==> src/rtl/mult_div_unit.sv <==
// mult_div_unit -- iterative HI/LO multiply/divide unit.
// One bit per cycle over WIDTH cycles on operand magnitudes, then a single
// sign-correction cycle. MULTU/MULT are always present; DIVU/DIV are only
// built when MULT_DIV_UNIT_DIV_EN is defined. Without that macro, a divide
// request completes immediately with done and leaves hi/lo untouched.
//
// state | meaning
// ------+---------------------------------------------------------------
// IDLE  | waiting for start
// RUN   | WIDTH iterations of shift-add multiply / restoring divide
// SIGN  | sign correction, hi/lo loaded on the exit edge
// DONE  | done pulse; start here issues the next op with no bubble
module mult_div_unit #(
    parameter int WIDTH = 32
) (
    input  logic             clk,
    input  logic             rst,
    input  logic             start,
    input  logic [1:0]       op,
    input  logic [WIDTH-1:0] src_a,
    input  logic [WIDTH-1:0] src_b,
    output logic             busy,
    output logic             done,
    output logic [WIDTH-1:0] hi,
    output logic [WIDTH-1:0] lo
);

    localparam int CW = $clog2(WIDTH + 1);
    localparam int PW = 2 * WIDTH;
    localparam logic [CW-1:0]    CNT_INIT = CW'(WIDTH);
    localparam logic [WIDTH-1:0] W_ONE    = WIDTH'(1);
    localparam logic [PW-1:0]    P_ONE    = PW'(1);

    typedef enum logic [1:0] {IDLE, RUN, SIGN, DONE} state_t;

    state_t           state, state_nx;
    logic             go_run;
    logic [CW-1:0]    cnt;
    logic [WIDTH-1:0] acc, mq, opd;
    logic             neg_a, neg_b;
    logic [WIDTH:0]   mul_sum;
    logic [WIDTH-1:0] acc_step, mq_step;
    logic [PW-1:0]    prod;
    logic [WIDTH-1:0] hi_nx, lo_nx;
`ifdef MULT_DIV_UNIT_DIV_EN
    logic             is_div;
    logic [WIDTH-1:0] a_q;
    logic [WIDTH:0]   div_shift, div_diff;
`endif

    function automatic logic [WIDTH-1:0] twos(input logic [WIDTH-1:0] v);
        return ~v + W_ONE;
    endfunction

    function automatic logic [WIDTH-1:0] mag(input logic [WIDTH-1:0] v, input logic sgn);
        return (sgn && v[WIDTH-1]) ? twos(v) : v;
    endfunction

    // State register.
    always_ff @(posedge clk or negedge rst) begin
        if (!rst) state <= IDLE;
        else      state <= state_nx;
    end

    // Next state, status outputs and operand-capture strobe.
    always_comb begin
        state_nx = state;
        busy     = 1'b0;
        done     = 1'b0;
        go_run   = 1'b0;
        case (state)
            IDLE, DONE: begin
                done = (state == DONE);
                if (start) begin
`ifdef MULT_DIV_UNIT_DIV_EN
                    state_nx = RUN;
                    go_run   = 1'b1;
`else
                    if (op[1]) begin
                        state_nx = DONE;
                    end else begin
                        state_nx = RUN;
                        go_run   = 1'b1;
                    end
`endif
                end else begin
                    state_nx = IDLE;
                end
            end
            RUN: begin
                busy = 1'b1;
                if (cnt == CW'(1)) state_nx = SIGN;
            end
            SIGN: begin
                busy     = 1'b1;
                state_nx = DONE;
            end
            default: state_nx = IDLE;
        endcase
    end

    // One iteration step: shift-add multiply, or restoring divide when enabled.
    always_comb begin
        mul_sum  = {1'b0, acc} + (mq[0] ? {1'b0, opd} : '0);
        acc_step = mul_sum[WIDTH:1];
        mq_step  = {mul_sum[0], mq[WIDTH-1:1]};
`ifdef MULT_DIV_UNIT_DIV_EN
        div_shift = {acc, mq[WIDTH-1]};
        div_diff  = div_shift - {1'b0, opd};
        if (is_div) begin
            acc_step = div_diff[WIDTH] ? div_shift[WIDTH-1:0] : div_diff[WIDTH-1:0];
            mq_step  = {mq[WIDTH-2:0], ~div_diff[WIDTH]};
        end
`endif
    end

    // Sign-corrected result; divide by zero bypasses correction entirely.
    always_comb begin
        prod           = {acc, mq};
        {hi_nx, lo_nx} = (neg_a ^ neg_b) ? (~prod + P_ONE) : prod;
`ifdef MULT_DIV_UNIT_DIV_EN
        if (is_div) begin
            if (opd == '0) begin
                hi_nx = a_q;
                lo_nx = '1;
            end else begin
                lo_nx = (neg_a ^ neg_b) ? twos(mq) : mq;
                hi_nx = neg_a ? twos(acc) : acc;
            end
        end
`endif
    end

    // Datapath: capture magnitudes on issue, iterate in RUN, load hi/lo out of SIGN.
    always_ff @(posedge clk or negedge rst) begin
        if (!rst) begin
            cnt   <= '0;
            acc   <= '0;
            mq    <= '0;
            opd   <= '0;
            neg_a <= 1'b0;
            neg_b <= 1'b0;
            hi    <= '0;
            lo    <= '0;
`ifdef MULT_DIV_UNIT_DIV_EN
            is_div <= 1'b0;
            a_q    <= '0;
`endif
        end else if (go_run) begin
            cnt   <= CNT_INIT;
            acc   <= '0;
            neg_a <= op[0] & src_a[WIDTH-1];
            neg_b <= op[0] & src_b[WIDTH-1];
`ifdef MULT_DIV_UNIT_DIV_EN
            is_div <= op[1];
            a_q    <= src_a;
            mq     <= op[1] ? mag(src_a, op[0]) : mag(src_b, op[0]);
            opd    <= op[1] ? mag(src_b, op[0]) : mag(src_a, op[0]);
`else
            mq  <= mag(src_b, op[0]);
            opd <= mag(src_a, op[0]);
`endif
        end else if (state == RUN) begin
            cnt <= cnt - CW'(1);
            acc <= acc_step;
            mq  <= mq_step;
        end else if (state == SIGN) begin
            hi <= hi_nx;
            lo <= lo_nx;
        end
    end

endmodule

==> config.mk <==
export PLATFORM = sky130hd
export DESIGN_NAME = mult_div_unit
export DESIGN_NICKNAME = d
export VERILOG_FILES = /design/src/rtl/mult_div_unit.sv
export SDC_FILE = /design/constraint.sdc
export NUM_CORES = 1
export LEC_CHECK = 0
export BUFFER_PORTS_ARGS = -buffer_cell sky130_fd_sc_hd__buf_2
export CORE_ASPECT_RATIO = 0.6
export CORE_MARGIN = 4
export CORE_UTILIZATION = 54
export CTS_CLUSTER_DIAMETER = 40
export DETAILED_ROUTE_END_ITERATION = 8
export PLACE_DENSITY_LB_ADDON = 0.3
export SYNTH_ARGS = -nofsm -noshare
export SYNTH_HDL_FRONTEND = slang
export SYNTH_SLANG_ARGS = --single-unit
==> constraint.sdc <==
create_clock -name clk -period 2.9 [get_ports clk]
set_clock_uncertainty 0.15 [all_clocks]
set_input_delay 0.435 -clock clk [delete_from_list [all_inputs] [get_ports clk]]
set_output_delay 0.435 -clock clk [all_outputs]
set_load 0.01 [all_outputs]
==> results of run 1 <==
[worst max-delay path: stages (launching register included)]
cell and delay, ns:
dfrtp_2 0.48, inv_2 0.11, ha_4 0.13, or3b_4 0.39, nor4_4 0.35, and4_4 0.33
nand3_4 0.12, nor3_4 0.30, buf_4 0.18, a21oi_2 0.05, xnor2_1 0.15, a21oi_1 0.08
[what timing repair did]
item                                    4_1_cts  5_1_grt
setup buffers                                 1       10
hold buffers                                  1        0
resized for setup                            26      102
endpoints found under the hold margin        67        0
pin swaps                                     8       32
endpoints found under the setup margin       38       45
[area by class of cell]
class | instances | share of cell area, %
Clock inverter | 15 | 0.8928
Inverter | 32 | 0.8321
Sequential cell | 170 | 29.48
Timing Repair Buffer | 287 | 13.34
Multi-Input combinational cell | 1050 | 50.14
Clock buffer | 17 | 2.947
Tap cell | 273 | 2.366
[metrics by stage]
step,worst slack [ns],hold slack [ns],cell area [um^2],setup TNS (ns),instances
after floorplan,0.03959,-0.01059,11230,0,1316
after global placement,-0.2803,0.3078,13180,-3.860,1800
after detailed placement,-0.3025,0.3166,13180,-5.329,1800
after CTS,-0.01089,0.09140,13850,-0.01089,1834
after global routing,-0.1456,0.1297,14440,-2.141,1844
final,-0.04078,0.09835,14440,-0.1042,1844
[path summary, 6_finish.rpt]
kind,from,end,slack (ns),depth (start not counted)
worst max-delay path,mq[0],hi[22],-0.04,11
worst min-delay path,src_b[0],mq[0],0.1,3
worst max register to register,mq[0],hi[22],-0.04,11
worst min register to register,opd[11],opd[11],0.33,2
max in group asynchronous,rst,opd[5],1.44,3
min in group asynchronous,rst,lo[12],0.42,2
[Yosys cell counts (3+ instances only)]
master / number / area share, %
a211oi_1: 7 / 0.47
a21o_1: 8 / 0.53
a21oi_1: 142 / 6.3
a31o_2: 3 / 0.23
a31oi_1: 20 / 1.1
and2_1: 38 / 2.1
and3_1: 7 / 0.39
buf_1: 5 / 0.17
clkbuf_1: 58 / 1.9
dfrtp_1: 170 / 38
ha_1: 40 / 4.5
inv_1: 32 / 1.1
mux2_2: 4 / 0.40
mux2i_1: 44 / 3.9
nand2_1: 129 / 4.3
nand2b_1: 6 / 0.33
nand3_1: 13 / 0.58
nand3b_1: 8 / 0.53
nand4_1: 5 / 0.28
nor2_1: 154 / 5.1
nor2b_1: 10 / 0.56
nor3_1: 24 / 1.1
nor4_1: 10 / 0.56
nor4_4: 4 / 0.76
o211ai_1: 4 / 0.27
o21a_1: 3 / 0.20
o21ai_0: 122 / 5.4
o21bai_1: 7 / 0.47
o31ai_1: 21 / 1.4
o41ai_1: 8 / 0.62
or3_1: 7 / 0.39
or3_4: 4 / 0.40
or4_1: 11 / 0.74
xnor2_1: 92 / 7.2
xor2_1: 62 / 4.8
[layout by cell type, fill, tap and decap left out, types with 7 or more instances in the layout]
cell type / instances
inv_6: 7
xor2_1: 59
o21ai_1: 13
nand3_1: 11
nor3_1: 24
dfrtp_1: 169
o21ai_2: 7
clkbuf_16: 17
mux2i_1: 44
o21ai_0: 103
nor2b_1: 7
o31ai_1: 15
a21oi_2: 16
or4_1: 11
ha_1: 25
buf_2: 133
nand3b_1: 8
buf_6: 7
a21oi_1: 126
nor4_1: 7
buf_4: 140
ha_4: 13
a31oi_1: 15
and2_1: 37
nand2_1: 128
a21o_1: 8
xnor2_1: 90
or3_1: 7
inv_1: 31
nor2_1: 151
[routing by layer]
layer	vias up	wire, um
met1	5196	16140
met3	45	2761
met2	407	14670
met5	-	0
met4	0	541
li1	5093	-
[sequential cells by signal, summed over array words and instances (netlist names)]
register,flops
cnt,6
lo,32
acc,32
state,2
neg_a,1
hi,32
neg_b,1
opd,32
mq,32
[logic make-up (layout without fill, tap and decap cells)]
group | count (synthesis) | in the layout | synth area share, %
buffers and inverters | 96 | 351 | 3.220
and+or+nand+nor | 451 | 451 | 19.84
AOI/OAI and AO/OA | 356 | 356 | 18.08
DFF | 170 | 170 | 37.88
xor gates and xnor gates | 154 | 154 | 12.01
muxes | 48 | 48 | 4.323
adders and majority gates | 41 | 41 | 4.635
[report_power, final]
part	switching (W)	internal [W]	leakage, nW	total, W
registers	0.00101	0.00353	2.06	0.00454
logic	0.00522	0.00413	3.92	0.00935
clock network	0.00109	0.00113	0.266	0.00222
total	0.00732	0.00879	6.24	0.0161
==> results_dict.tcl, run 1 <==
set metrics [dict create \
    grt.overflow.total 0 \
    final_core_util_pct 71.39 \
    grt_max_degree 81 \
    yosysSeqAreaShare_pct 37.88 \
    die-area_um2 23240 \
    relSlewSlack_pct 33.14 \
    clockBufferDepth 2 \
    drt_iter0_drc 879 \
    nets 1668 \
    grt_pass1_wl_um 53360 \
    vdd_drop_max_v 0.0005880 \
    cts-root-buf "clkbuf_16" \
    synthCells 1316 \
    worst_pin_slew_ns 1.002 \
    antenna_found_initial 0 \
    port_buffers 134 \
    p_leak_nw 6.244 \
    p_per_area_nw_per_um2 1116 \
    wl_per_cell_um 18.50 \
    clkSinkCount 170 \
    regArea_um2 4255 \
    syn_nets 1426 \
    post-dp-hpwl_um 24650 \
    cts_tree "yes" \
    dieHeight_um 119.7 \
    num_vias 10740 \
    cp.arrival_ns 3.10 \
    yosys_warnings 0 \
    async_flop_share_pct 100.0 \
    outcome "complete, but fails checks" \
    period_share_pct 101.4 \
    synth-seq-cells 170 \
    diodes 0 \
    end_kind "flop" \
    drv_slew 0 \
    finalCriticalPeriod_ns 2.941 \
    critical_path_class "flop to flop" \
    worstSkewPairLatency_ns 0.45 \
    synth.distinct_cells 61 \
    routed_via_density 5.825 \
    gp_congestion 0.9591 \
    grtUsageMet1_pct 43.21 \
    grt-busiest-layer "met1" \
    track_usage_pct 28.15 \
    violations "setup timing" \
    syn_avg_cell_area_um2 8.533 \
    h-tree-depth 4 \
    met3_usage_pct 6.313 \
    synth_edf_count 0 \
    cp.required_ns 3.06 \
    rows 40 \
    synth_area_um2 11230 \
    use_met2_pct 40.10 \
    ant_nets 0 \
    critPathLaunchType "flop" \
    fp.dieW_um 194.2 \
    power_w 0.01611 \
    grt_pass1_vias 10090 \
    layout_setup_ws_ns -0.04078 \
    multi_input_comb_area_um2 7238 \
    finalWirelength_um 34110 \
    maxCapViolations 0 \
    crit_fanout 6 \
    start_util_pct 55.54 \
    fillCellCount 1560 \
    synthToLayoutAreaGrowth_pct 28.55 \
    setup_viol 4 \
    hp-class "input port to flop" \
    rsz0062_at_grt "true" \
    numCtsBuffers 17 \
    drc 0 \
    first_pass_iters 5 \
    max_freq_ghz 0.3400 \
    synth_ff_type "dfrtp_1" \
    hold_viol 0 \
    ios 135 \
    path_clk_slew_ns 0.07 \
    coreArea_um2 20220 \
    drive_gt1_share_pct 27.63 \
]
Power figures use the tool's default switching activity.
==> run 2, diff against run 1 <==
--- a/config.mk
+++ b/config.mk
@@ -5,10 +5,11 @@
 export SDC_FILE = /design/constraint.sdc
 export NUM_CORES = 1
 export LEC_CHECK = 0
-export BUFFER_PORTS_ARGS = -buffer_cell sky130_fd_sc_hd__buf_2
+export BUFFER_PORTS_ARGS = -buffer_cell sky130_fd_sc_hd__clkbuf_2
+export CAP_MARGIN = 30
 export CORE_ASPECT_RATIO = 0.6
 export CORE_MARGIN = 4
-export CORE_UTILIZATION = 54
+export CORE_UTILIZATION = 64
 export CTS_CLUSTER_DIAMETER = 40
 export DETAILED_ROUTE_END_ITERATION = 8
 export PLACE_DENSITY_LB_ADDON = 0.3
==> constraint.sdc (replaced) <==
create_clock -name clk -period 3.7 [get_ports clk]
set_clock_uncertainty 0.15 [all_clocks]
set_input_delay 0.555 -clock clk [delete_from_list [all_inputs] [get_ports clk]]
set_output_delay 0.555 -clock clk [all_outputs]
set_load 0.01 [all_outputs]
==> results_dict.tcl, run 2 (synthesized netlist as in run 1, its figures left out) <==
set metrics [dict create \
    outcome "complete, but fails checks" \
    violations "hold timing" \
    post_cts_buffers 0 \
    synthToLayoutAreaGrowth_pct 13.62 \
    clkSinkCount 170 \
    period_share_pct 91.77 \
    worst-path-stages 9 \
    wl_per_cell_um 18.35 \
    h-tree-depth 4 \
    antenna_found_initial 1 \
    drc 0 \
    port_buffers 134 \
    path_clk_slew_ns 0.07 \
    numCtsBuffers 17 \
    stdcell_count 1671 \
    rows 37 \
    hp-class "input port to async pin" \
    grt_pass1_wl_um 49500 \
    drt_iter0_drc 1256 \
    fin_setup_tns_ns 0 \
    routed_via_density 6.162 \
    hold_slack_ns -0.02447 \
    post-dp-hpwl_um 22830 \
    worst_pin_slew_ns 0.6896 \
    postPlaceCellArea_um2 12150 \
    ios 135 \
    grt.overflow.total 0 \
    cts_tree "yes" \
    start_util_pct 65.38 \
    finalWirelength_um 30660 \
    mostFrequentLayoutCells "dfrtp_1 (170), nor2_1 (153), a21oi_1 (142)" \
    ctsResizeCount 0 \
    cp.arrival_ns 3.54 \
    crit_family "simple AND/OR/NAND/NOR gates" \
    grt_max_degree 75 \
    setup_viol 0 \
    track_usage_pct 30.96 \
    fp.dieW_um 179.0 \
    crit_fanout 35 \
    clockBufferDepth 2 \
    drive_gt1_share_pct 15.45 \
    design_area_um2 12760 \
    p_leak_nw 5.552 \
    cp.required_ns 3.84 \
    critPathLaunchType "flop" \
    crit_buf_inv 1 \
    grt_pass1_vias 9614 \
    num_vias 10300 \
    dieHeight_um 110.6 \
    max_freq_ghz 0.2945 \
    r2r_cells 9 \
    p_per_area_nw_per_um2 885.2 \
    dp_cells 1638 \
    layout_commonest_cell "dfrtp_1" \
    slowest_delay_ns 0.47 \
    die-area_um2 19800 \
    hold_viol 14 \
    finalCriticalPeriod_ns 3.395 \
    cp_slowest_cell "nor4_4" \
    worstSkewPairLatency_ns 0.44 \
    drv_slew 0 \
    cts_hold_buf 0 \
    power_w 0.01129 \
    relSlewSlack_pct 54.03 \
    nets 1534 \
    vdd_drop_max_v 0.0004933 \
    diodes 0 \
    coreArea_um2 17180 \
    rsz0062_at_grt "false" \
    first_pass_iters 5 \
    crit_chain "buf_4 > or3_4 > nor4_1 > nand2_2 > nor4_4 > nand3_2 > o41ai_1 > xor2_1 > a21oi_1" \
    critical_path_class "flop to flop" \
    ant_nets 0 \
    maxCapViolations 0 \
    gp_congestion 0.9978 \
    cts-root-buf "clkbuf_16" \
    end_kind "flop" \
]
## run 2: through the flow
stage / worst slack (ns) / utilization (%)
2_1_floorplan: 0.8396 / -
3_3_place_gp: 0.5625 / 70.76
3_5_place_dp: 0.4558 / 70.76
4_1_cts: 0.4366 / 74.12
5_1_grt: 0.1525 / 74.28
6_report: 0.3046 / 74.28
## run 2: layer usage
layer	GRT usage [%]	wire length [um]	share of wire [%]
met2	42.53	12860	42
met5	0	16	0.052
met3	8.450	3143	10
met1	48.51	14230	46
met4	7.001	412	1.3
## run 2: worst reg2reg max path, cell delays in order, from the launching register on
cell     delay [ns]
dfrtp_1        0.38
buf_4          0.25
or3_4          0.44
nor4_1         0.37
nand2_2        0.28
nor4_4         0.47
nand3_2        0.27
o41ai_1        0.38
xor2_1         0.19
a21oi_1        0.08
## run 2: cell type report
class,instances,area (um^2)
sequential,170,4254
clock inverter,14,138.9
clock buffer,18,439.2
tap,234,292.8
fill,1296,4417
inverter,32,120.1
multi-input combinational,1050,6661
timing repair buffer,153,852.1
## run 2: path summary, 6_finish.rpt
path	startpoint	to	slack [ns]
max	mq[0]	hi[19]	0.30
max reg2reg	mq[0]	hi[19]	0.30
min	rst	lo[27]	-0.02
max in group asynchronous	rst	hi[23]	2.57
min reg2reg	opd[21]	opd[21]	0.32
min in group clk	src_a[1]	opd[1]	0.24
## run 2: where the power goes
part / switching, W / total, W / internal (W)
Clock: 0.000819 / 0.00178 / 0.000962
Combinational: 0.00348 / 0.00584 / 0.00235
Sequential: 0.000913 / 0.00368 / 0.00276
Total: 0.00522 / 0.0113 / 0.00608
